--- src/rtl/borb_ibus_pkg.sv ---
// Shared types for the ibus fetch responder: queued command record, FSM states,
// and the fetch address fault check.
package borb_ibus_pkg;

  localparam int CMD_ADDR_W = 32;
  localparam int CMD_ID_W   = 16;

  typedef struct packed {
    logic [CMD_ADDR_W-1:0] address;
    logic [CMD_ID_W-1:0]   id;
  } ibus_cmd_t;

  typedef enum logic [1:0] {
    ST_IDLE,
    ST_WAIT,
    ST_READ,
    ST_RESP
  } fsm_state_t;

  // Widened to 64 bits so base + 8*words cannot wrap for any supported address width.
  function automatic logic addr_fault(input logic [63:0] addr,
                                      input logic [63:0] base,
                                      input logic [63:0] words);
    logic [63:0] limit;
    limit = base + (words << 3);
    return (addr[2:0] != 3'b000) || (addr < base) || (addr >= limit);
  endfunction

endpackage

--- src/rtl/ibus_cmd_fifo.sv ---
// Outstanding fetch command queue. Pointers carry an extra MSB to tell full from empty;
// push when full and pop when empty are ignored.
module ibus_cmd_fifo
  import borb_ibus_pkg::*;
#(
  parameter int DEPTH = 4
) (
  input  logic      clock,
  input  logic      reset,
  input  logic      clear,
  input  logic      push,
  input  ibus_cmd_t push_data,
  input  logic      pop,
  output ibus_cmd_t head,
  output logic      full,
  output logic      empty
);

  localparam int PTR_W = $clog2(DEPTH);
  localparam logic [PTR_W:0] PTR_ONE = 1;

  ibus_cmd_t        storage [DEPTH];
  logic [PTR_W:0]   wr_ptr;
  logic [PTR_W:0]   rd_ptr;
  logic             do_push;
  logic             do_pop;

  assign empty   = (wr_ptr == rd_ptr);
  assign full    = (wr_ptr[PTR_W] != rd_ptr[PTR_W]) &&
                   (wr_ptr[PTR_W-1:0] == rd_ptr[PTR_W-1:0]);
  assign do_push = push && !full;
  assign do_pop  = pop && !empty;
  assign head    = storage[rd_ptr[PTR_W-1:0]];

  always_ff @(posedge clock or posedge reset) begin
    if (reset) begin
      wr_ptr <= '0;
      rd_ptr <= '0;
    end else if (clear) begin
      wr_ptr <= '0;
      rd_ptr <= '0;
    end else begin
      if (do_push) wr_ptr <= wr_ptr + PTR_ONE;
      if (do_pop)  rd_ptr <= rd_ptr + PTR_ONE;
    end
  end

  always_ff @(posedge clock) begin
    if (do_push) storage[wr_ptr[PTR_W-1:0]] <= push_data;
  end

endmodule

--- src/rtl/ibus_fetch_responder.sv ---
// Answers CPU instruction-bus fetches in order from a single-port synchronous memory,
// with a fixed wait before each read and bus errors for misaligned/out-of-range fetches.
module ibus_fetch_responder
  import borb_ibus_pkg::*;
#(
  parameter int               ADDR_W    = 32,
  parameter int               DATA_W    = 64,
  parameter int               ID_W      = 16,
  parameter int               DEPTH     = 4,
  parameter int               LATENCY   = 2,
  parameter logic [ADDR_W-1:0] MEM_BASE = 32'h8000_0000,
  parameter int               MEM_WORDS = 1024
) (
  input  logic                         clock,
  input  logic                         reset,
  input  logic                         ibus_cmd_valid,
  output logic                         ibus_cmd_ready,
  input  logic [ADDR_W-1:0]            ibus_cmd_address,
  input  logic [ID_W-1:0]              ibus_cmd_id,
  output logic                         ibus_rsp_valid,
  output logic [DATA_W-1:0]            ibus_rsp_data,
  output logic [ID_W-1:0]              ibus_rsp_id,
  output logic                         ibus_rsp_error,
  input  logic                         flush,
  output logic                         mem_rd_en,
  output logic [$clog2(MEM_WORDS)-1:0] mem_rd_addr,
  input  logic [DATA_W-1:0]            mem_rd_data
);

  localparam int IDX_W = $clog2(MEM_WORDS);
  localparam int CNT_W = (LATENCY > 1) ? $clog2(LATENCY) : 1;
  localparam logic [CNT_W-1:0] CNT_LAST = CNT_W'((LATENCY > 0) ? LATENCY - 1 : 0);
  localparam logic [CNT_W-1:0] CNT_ONE  = 1;

  // Handshake: a command is taken on a cycle where ibus_cmd_valid && ibus_cmd_ready;
  // responses are single-cycle pulses the CPU must consume, so there is no rsp ready.
  fsm_state_t       state_q, state_d;
  logic [CNT_W-1:0] cnt_q, cnt_d;
  ibus_cmd_t        push_cmd, head;
  logic             fifo_full, fifo_empty, fifo_pop;
  logic             head_fault;
  logic [IDX_W-1:0] head_idx;

  logic [ID_W-1:0]   cur_id;
  logic              cur_fault;
  logic [IDX_W-1:0]  cur_idx;
  logic              rsp_fire;
  logic [DATA_W-1:0] rsp_word;
  logic [DATA_W-1:0] held_data;
  logic [ID_W-1:0]   held_id;
  logic              held_error;

  assign push_cmd       = '{address: ibus_cmd_address, id: ibus_cmd_id};
  assign ibus_cmd_ready = !fifo_full && !flush;

  ibus_cmd_fifo #(.DEPTH(DEPTH)) u_cmd_fifo (
    .clock     (clock),
    .reset     (reset),
    .clear     (flush),
    .push      (ibus_cmd_valid && ibus_cmd_ready),
    .push_data (push_cmd),
    .pop       (fifo_pop),
    .head      (head),
    .full      (fifo_full),
    .empty     (fifo_empty)
  );

  assign head_fault = addr_fault(64'(head.address), 64'(MEM_BASE), 64'(MEM_WORDS));
  assign head_idx   = IDX_W'((head.address - MEM_BASE) >> 3);

  always_ff @(posedge clock or posedge reset) begin
    if (reset) begin
      state_q <= ST_IDLE;
      cnt_q   <= '0;
    end else begin
      state_q <= state_d;
      cnt_q   <= cnt_d;
    end
  end

  // The head is popped on leaving IDLE or RESP so back-to-back fetches need no idle cycle.
  always_comb begin
    state_d  = state_q;
    cnt_d    = cnt_q;
    fifo_pop = 1'b0;
    case (state_q)
      ST_IDLE, ST_RESP: begin
        if (!fifo_empty) begin
          fifo_pop = 1'b1;
          cnt_d    = '0;
          state_d  = (LATENCY > 0) ? ST_WAIT : ST_READ;
        end else begin
          state_d = ST_IDLE;
        end
      end
      ST_WAIT: begin
        if (cnt_q == CNT_LAST) begin
          cnt_d   = '0;
          state_d = ST_READ;
        end else begin
          cnt_d = cnt_q + CNT_ONE;
        end
      end
      ST_READ: state_d = ST_RESP;
      default: state_d = ST_IDLE;
    endcase
    if (flush) begin
      state_d  = ST_IDLE;
      cnt_d    = '0;
      fifo_pop = 1'b0;
    end
  end

  always_ff @(posedge clock or posedge reset) begin
    if (reset) begin
      cur_id    <= '0;
      cur_fault <= 1'b0;
      cur_idx   <= '0;
    end else if (fifo_pop) begin
      cur_id    <= head.id;
      cur_fault <= head_fault;
      cur_idx   <= head_idx;
    end
  end

  assign mem_rd_en   = (state_q == ST_READ) && !cur_fault && !flush;
  assign mem_rd_addr = cur_idx;

  // Live memory data during the response cycle; last response held otherwise.
  assign rsp_fire       = (state_q == ST_RESP) && !flush;
  assign rsp_word       = cur_fault ? '0 : mem_rd_data;
  assign ibus_rsp_valid = rsp_fire;
  assign ibus_rsp_data  = rsp_fire ? rsp_word  : held_data;
  assign ibus_rsp_id    = rsp_fire ? cur_id    : held_id;
  assign ibus_rsp_error = rsp_fire ? cur_fault : held_error;

  always_ff @(posedge clock or posedge reset) begin
    if (reset) begin
      held_data  <= '0;
      held_id    <= '0;
      held_error <= 1'b0;
    end else if (rsp_fire) begin
      held_data  <= rsp_word;
      held_id    <= cur_id;
      held_error <= cur_fault;
    end
  end

endmodule

--- config.mk ---
export PLATFORM = sky130hd
export DESIGN_NAME = ibus_fetch_responder
export DESIGN_NICKNAME = d
export VERILOG_FILES = /design/src/rtl/borb_ibus_pkg.sv /design/src/rtl/ibus_cmd_fifo.sv /design/src/rtl/ibus_fetch_responder.sv
export SDC_FILE = /design/constraint.sdc
export NUM_CORES = 1
export LEC_CHECK = 0
export CELL_PAD_IN_SITES_DETAIL_PLACEMENT = 1
export CELL_PAD_IN_SITES_GLOBAL_PLACEMENT = 1
export CORE_MARGIN = 1
export CORE_UTILIZATION = 40
export CTS_CLUSTER_SIZE = 30
export DETAILED_ROUTE_END_ITERATION = 6
export PLACE_DENSITY = 0.8
export SYNTH_ARGS = -nofsm -noshare
export SYNTH_HDL_FRONTEND = slang
export SYNTH_HIERARCHICAL = 1
export SYNTH_SLANG_ARGS = --single-unit
--- constraint.sdc ---
create_clock -name clock -period 4 [get_ports clock]
set_clock_uncertainty 0.2 [all_clocks]
set_input_delay 0.6 -clock clock [delete_from_list [all_inputs] [get_ports clock]]
set_output_delay 0.6 -clock clock [all_outputs]
set_load 0.01 [all_outputs]
# == Word level (Yosys, flattened, before mapping) ==
# Memories as Yosys holds them, arrays and structs flattened.
# Index checks and enable logic that the tools add are counted.
# word_totals
in_bits,116
out_inout_bits,94
n_memories,1
ramBits,192
wordCells,67
reg_bits,117
# classes
n_reduce_logical,21
eq_ne,8
addsub,4
order_cmp,2
n_mux,21
# memory_table
name,depth,word_bits,rd,rd_clocked_by_memory_dff,wr,line_no,rtl
u_cmd_fifo.storage,4,48,1,0,1,ibus_cmd_fifo.sv:22,ibus_cmd_t storage [DEPTH];
# op_table
operator,n
64-bit 2-to-1 mux,2
32-bit greater-or-equal comparator (second input constant),1
32-bit less-than comparator (second input constant),1
16-bit 2-to-1 mux,1
13-bit by 1-bit subtractor with 13-bit output (second input constant),1
3-bit 2-to-1 mux,4
1-bit 2-to-1 mux,10
1-bit logical AND,8
3-bit by 1-bit adder with 3-bit output (second input constant),2
3-bit inequality test (second input constant),2
2-bit one-hot mux with 3 select lines,1
3-bit nonzero test,2
2-bit equality test (second input constant),2
1-bit logical NOT,4
2-bit 2-to-1 mux,2
2-bit nonzero test,2
3-bit equality test,1
2-bit by 1-bit equality test with 1-bit output (second input constant),1
2-bit equality test,1
2-bit logical NOT,1
1-bit logical OR,2
1-bit one-hot mux with 2 select lines,1
2-bit AND reduction,1
2-bit OR reduction,1
other kinds (2),2

# == Longest topological paths before layout ==
# depth
word_depth,8
mapped_depth,10
depth_no_buf,8

# == Hierarchy ==
# The synthesis kept the hierarchy.
# by_module_without_submodules
module,cells_each,n_inst,area_each_um2
ibus_cmd_fifo,314,1,7457.2
ibus_fetch_responder,447,1,4616.9

# == Least setup slack after synthesis ==
# Ideal clock, no wire load.
# synth_path
path_kind,reg2reg
from,register u_cmd_fifo.wr_ptr[1]
to,"memory u_cmd_fifo/storage[3][0] (netlist bit), enable pin"
t_arrival_ns,3.931
path_buffers,1
path_stages_with_launch,9
required_time_ns,3.318
path_slack_ns,-0.613
synth_period_minus_slack_ns,4.613
setup_time_ns,0.482
cell_sequence,dfrtp_1 clkbuf_1 xnor2_1 nand2_1 nor2_1 nor2_1 and2_1 nand2_1 a31oi_1
# synth_between
elab_chain_len,8
# synth_lines
element,line_no,rtl
from (decl),ibus_cmd_fifo.sv:23,logic [PTR_W:0] wr_ptr;
from (signal assigned),ibus_cmd_fifo.sv:43,if (do_push) wr_ptr <= wr_ptr + PTR_ONE;
2-bit equality test,ibus_cmd_fifo.sv:30,(wr_ptr[PTR_W-1:0] == rd_ptr[PTR_W-1:0]);
1-bit logical AND,ibus_cmd_fifo.sv:29,assign full = (wr_ptr[PTR_W] != rd_ptr[PTR_W]) &&
named net fifo_full,ibus_fetch_responder.sv:40,"logic fifo_full, fifo_empty, fifo_pop;"
1-bit logical NOT,ibus_fetch_responder.sv:54,assign ibus_cmd_ready = !fifo_full && !flush;
1-bit logical AND,ibus_fetch_responder.sv:54,
named net ibus_cmd_ready,ibus_fetch_responder.sv:17,"output logic ibus_cmd_ready,"
1-bit logical AND,ibus_fetch_responder.sv:60,".push (ibus_cmd_valid && ibus_cmd_ready),"
1-bit logical AND,ibus_cmd_fifo.sv:31,assign do_push = push && !full;
1-bit 2-to-1 mux,ibus_cmd_fifo.sv:49,if (do_push) storage[wr_ptr[PTR_W-1:0]] <= push_data;
1-bit 2-to-1 mux (not written as such),ibus_cmd_fifo.sv:49,
to (decl),ibus_cmd_fifo.sv:22,
# The timed path passes the listed nets, and every way through them passes these cells.

# == Worst setup path after layout ==
# layout_path
from,input port flush
to,output port ibus_rsp_data[45]
# layout_between
elab_chain_len,3
# layout_lines
element,line_no,rtl
from (decl),ibus_fetch_responder.sv:24,"input logic flush,"
1-bit logical NOT,ibus_fetch_responder.sv:130,assign rsp_fire = (state_q == ST_RESP) && !flush;
1-bit logical AND,ibus_fetch_responder.sv:130,
64-bit 2-to-1 mux,--,
to (decl),ibus_fetch_responder.sv:21,"output logic [DATA_W-1:0] ibus_rsp_data,"
# No other way between the ends.

==> impl_results.md <==
* HP Class: primary input to async pin
* Overflow after GRT at 0
* Internal Pwr Total at 7.11 mW
* Top Layer Used: met5
* F_max at 283 MHz
* Seq/Total Area, Yosys at 72.0%
* Clock root buffer: clkbuf_16
* Slew Limit Fails at 0
* Worst R2R Start: u_cmd_fifo/rd_ptr[0]$_DFFE_PP0P_
* Layout cells sized above 1 at 15.6%
* Status: finished clean
* Worst R2R Path Depth at 9
* Top FF cell, synth: edfxtp_1
* Clk sinks at 309
* Power, Total at 9.71 mW
* Crit Path Class: primary input to output port
* # rows at 63
* R2r setup slk at 0.83 ns
* CTS tree: yes
* Worst Path Required at 3.20 ns
* Reg clk slew, reported paths at 0.06 ns
* RSZ-0062 raised after global routing: no
* # hold bufs at CTS at 0
* Die X at 176 µm
* Worst path slowest cell: clkdlybuf4s50_1
* Post-Syn Instances at 761
* Worst skew pair latency at 0.51 ns
* Period utilization at 88.4%
* Final HPWL DP at 19.1 mm
* Syn Std Cell Area at 0.0121 mm²
* Synthesized flop and latch total at 309
* Antenna violations before repair at 2
* Yosys warns at 6
* Largest net degree at the start of global routing at 67
* Final setup fails at 0
* Max-Cap Viols at 0
* Post-CTS Resized at 0
* Share of total power in combinational logic at 26.2%
* FF-to-FF End: u_cmd_fifo/storage[2][35]$_DFFE_PP_
* Data arrival, critical path at 2.74 ns
* Total negative slack at 0 ns
* Buf/Inv on CP at 3
* Endpoint type of the worst setup path: output port
* Antenna diode count at 0
* Total nets after synthesis at 885
* Sw Share at 26.9%
* CTS max path bufs at 3
* Critical path startpoint category: primary input
* Core footprint at 0.0296 mm²
* Routed Antenna Nets at 0
* Final hold vios at 0
* Post-synth EDFFs at 192
* First-pass GRT wire length at 44.6 mm
* Worst slack, placed at 0.455 ns
* Area growth, synth to finish at 30.8%
* PnR worst setup slack at 0.465 ns
* H-tree level count at 2
* Count of filler cells inserted in the layout at 2,853
* Leakage at 5.68 nW
* Wire per inst at 20.4 µm
* Setup Buffers After CTS at 0
* IO Port Bufs at 209
* Die H at 176 µm
* Gpl congestion at 0.787
* Drt via density at 5.09
* Crit path cell chain: clkdlybuf4s50_1, nand2b_4, buf_12, nand2_1, o21ai_0, clkdlybuf4s50_1
* P_sw at 2.61 mW
* Wire length on met3 at 2.14 mm
* Worst-Margin Slew at 0.805 ns
* Final core utilization at 53.3%
* Syn avg cell area at 15.9 µm²
* GRT Total Usage at 18.9%
* Ports at 210
* Clock power share at 31.2%
* Metal1 wirelength at 11.8 mm
* Hold_ws at 0.262 ns
* IR drop worst, VDD at 0.000395 V
* Synth unique cells at 42
* Initial core utilization at 40.7%
* Slew headroom at 46.3%
* Via count at 7,149
* Num CTS Buffers at 35
* Crit-path leading delay family: buffers and inverters
* # DRC at 0
* Sequential share of power at 42.7%
* Ys async rst share at 37.9%
* Total Die Area at 0.0309 mm²
* CP peak stage delay at 0.60 ns
* Storage cell area at 0.00870 mm²
* Fin nets at 1,113
* Drt initial violations at 285
* Tmin final at 3.54 ns
* Total Wirelength at 28.6 mm
* Met2 wire len at 14.0 mm
* DRT Pass-1 Iters at 4
* Area of the multi-input gates at 0.00319 mm²
* Power Dens Cells at 615 mW/mm²
* Crit-path most repeated cell: clkdlybuf4s50_1
* Max FO, Critical Path at 66
* Vias in the first global route at 7,895
==> worst register-to-register path, stage by stage, from the launching register on <==
cell     delay, ns
dfrtp_4       0.60
xnor2_2       0.26
nand2_1       0.26
nor2_1        0.08
nor2_1        0.17
and2_1        0.27
inv_1         0.08
a31oi_1       0.23
and2_2        0.20
buf_4         0.42
==> how the worst max path moves through the flow <==
stage / from / to / slack (ns) / cells past startpoint
after floorplan: reset / cnt_q$_DFFE_PP0P_ / 0.27 / 1
after global placement: flush / ibus_rsp_data[41] / 0.49 / 6
after detailed placement: flush / ibus_rsp_data[41] / 0.46 / 6
after CTS: flush / ibus_rsp_data[45] / 0.44 / 6
after global routing: flush / ibus_rsp_data[45] / 0.33 / 6
final: flush / ibus_rsp_data[45] / 0.46 / 6
==> state kept, by name, summed over array words and instances (netlist names) <==
register and count:
cur_id 16, held_data 64, u_cmd_fifo/rd_ptr 3, u_cmd_fifo/wr_ptr 3, mem_rd_addr 10, cnt_q 1, cur_fault 1, state_q 2
u_cmd_fifo/storage 192, held_error 1, held_id 16
==> metrics by stage <==
stage,cells,cell area [µm²]
2_1_floorplan,761,12100
3_3_place_gp,1342,14700
3_5_place_dp,1342,14700
4_1_cts,1404,15800
5_1_grt,1404,15800
6_report,1404,15800
==> placed cells by master (no fill, tap or decap), drive strengths merged, types with 2 or more instances in the layout <==
cell type,n
a211o,3
a21oi,2
a31oi,4
a41oi,2
and2,4
buf,23
clkbuf,52
clkdlybuf4s50,209
clkinv,8
dfrtp,117
edfxtp,192
ha,8
inv,10
mux2,26
mux4,48
nand2,121
nand2b,68
nand3,3
nand4,3
nor2,11
nor3,2
nor3b,4
nor4,6
o211ai,2
o21ai,66
o2bb2ai,2
o31ai,2
or3,2
xnor2,3
xor2,4
==> cell families after synthesis <==
family,share of synthesized area [%]
fa+ha+maj,0.829
simple gates,9.27
buf+inv,1.88
mux,11.4
xor+xnor,0.632
compound gates,4.01
flops,72.0
==> power by group through the flow <==
stage          clock network (mW)  logic (mW)  registers, mW
3_3_place_gp                    0        2.51           4.20
4_1_cts                      3.11        2.60           4.16
6_report                     3.03        2.54           4.14
2_1_floorplan                   0        1.47           4.11
5_1_grt                      3.21        2.78           4.22
3_5_place_dp                    0        2.58           4.22
==> synth_stat cells, drive strengths merged (3+ instances only) <==
cell type	number	share of area [%]
nand2	121	3.8
nand3	3	0.12
buf	22	1.0
a31oi	4	0.21
nand2b	68	3.5
and2	4	0.21
dfrtp	117	24
nor3b	4	0.29
o21ai	66	2.7
nor4	6	0.47
nand4	3	0.16
xnor2	3	0.28
nor2	11	0.34
mux2	26	2.4
clkbuf	19	0.59
ha	8	0.83
mux4	48	9.0
a211o	3	0.22
edfxtp	192	48
xor2	4	0.35
inv	9	0.28
==> final cells by class <==
| class | instances | share of cell area [%] |
|---|---|---|
| flip-flops and latches | 309 | 55.1 |
| multi-input cells | 402 | 20.2 |
| repair buffers | 232 | 14.5 |
| clock buffers | 52 | 6.40 |
| well taps | 390 | 3.09 |
| clock inverters | 10 | 0.531 |
| inverters | 9 | 0.230 |
==> routing by layer <==
| layer | GRT usage, % | vias to the layer above |
|---|---|---|
| li1 | - | 3248 |
| met1 | 23.4 | 3629 |
| met2 | 32.2 | 220 |
| met3 | 5.41 | 48 |
| met4 | 5.29 | 4 |
| met5 | 0 | - |
Power figures use the tool's default switching activity.
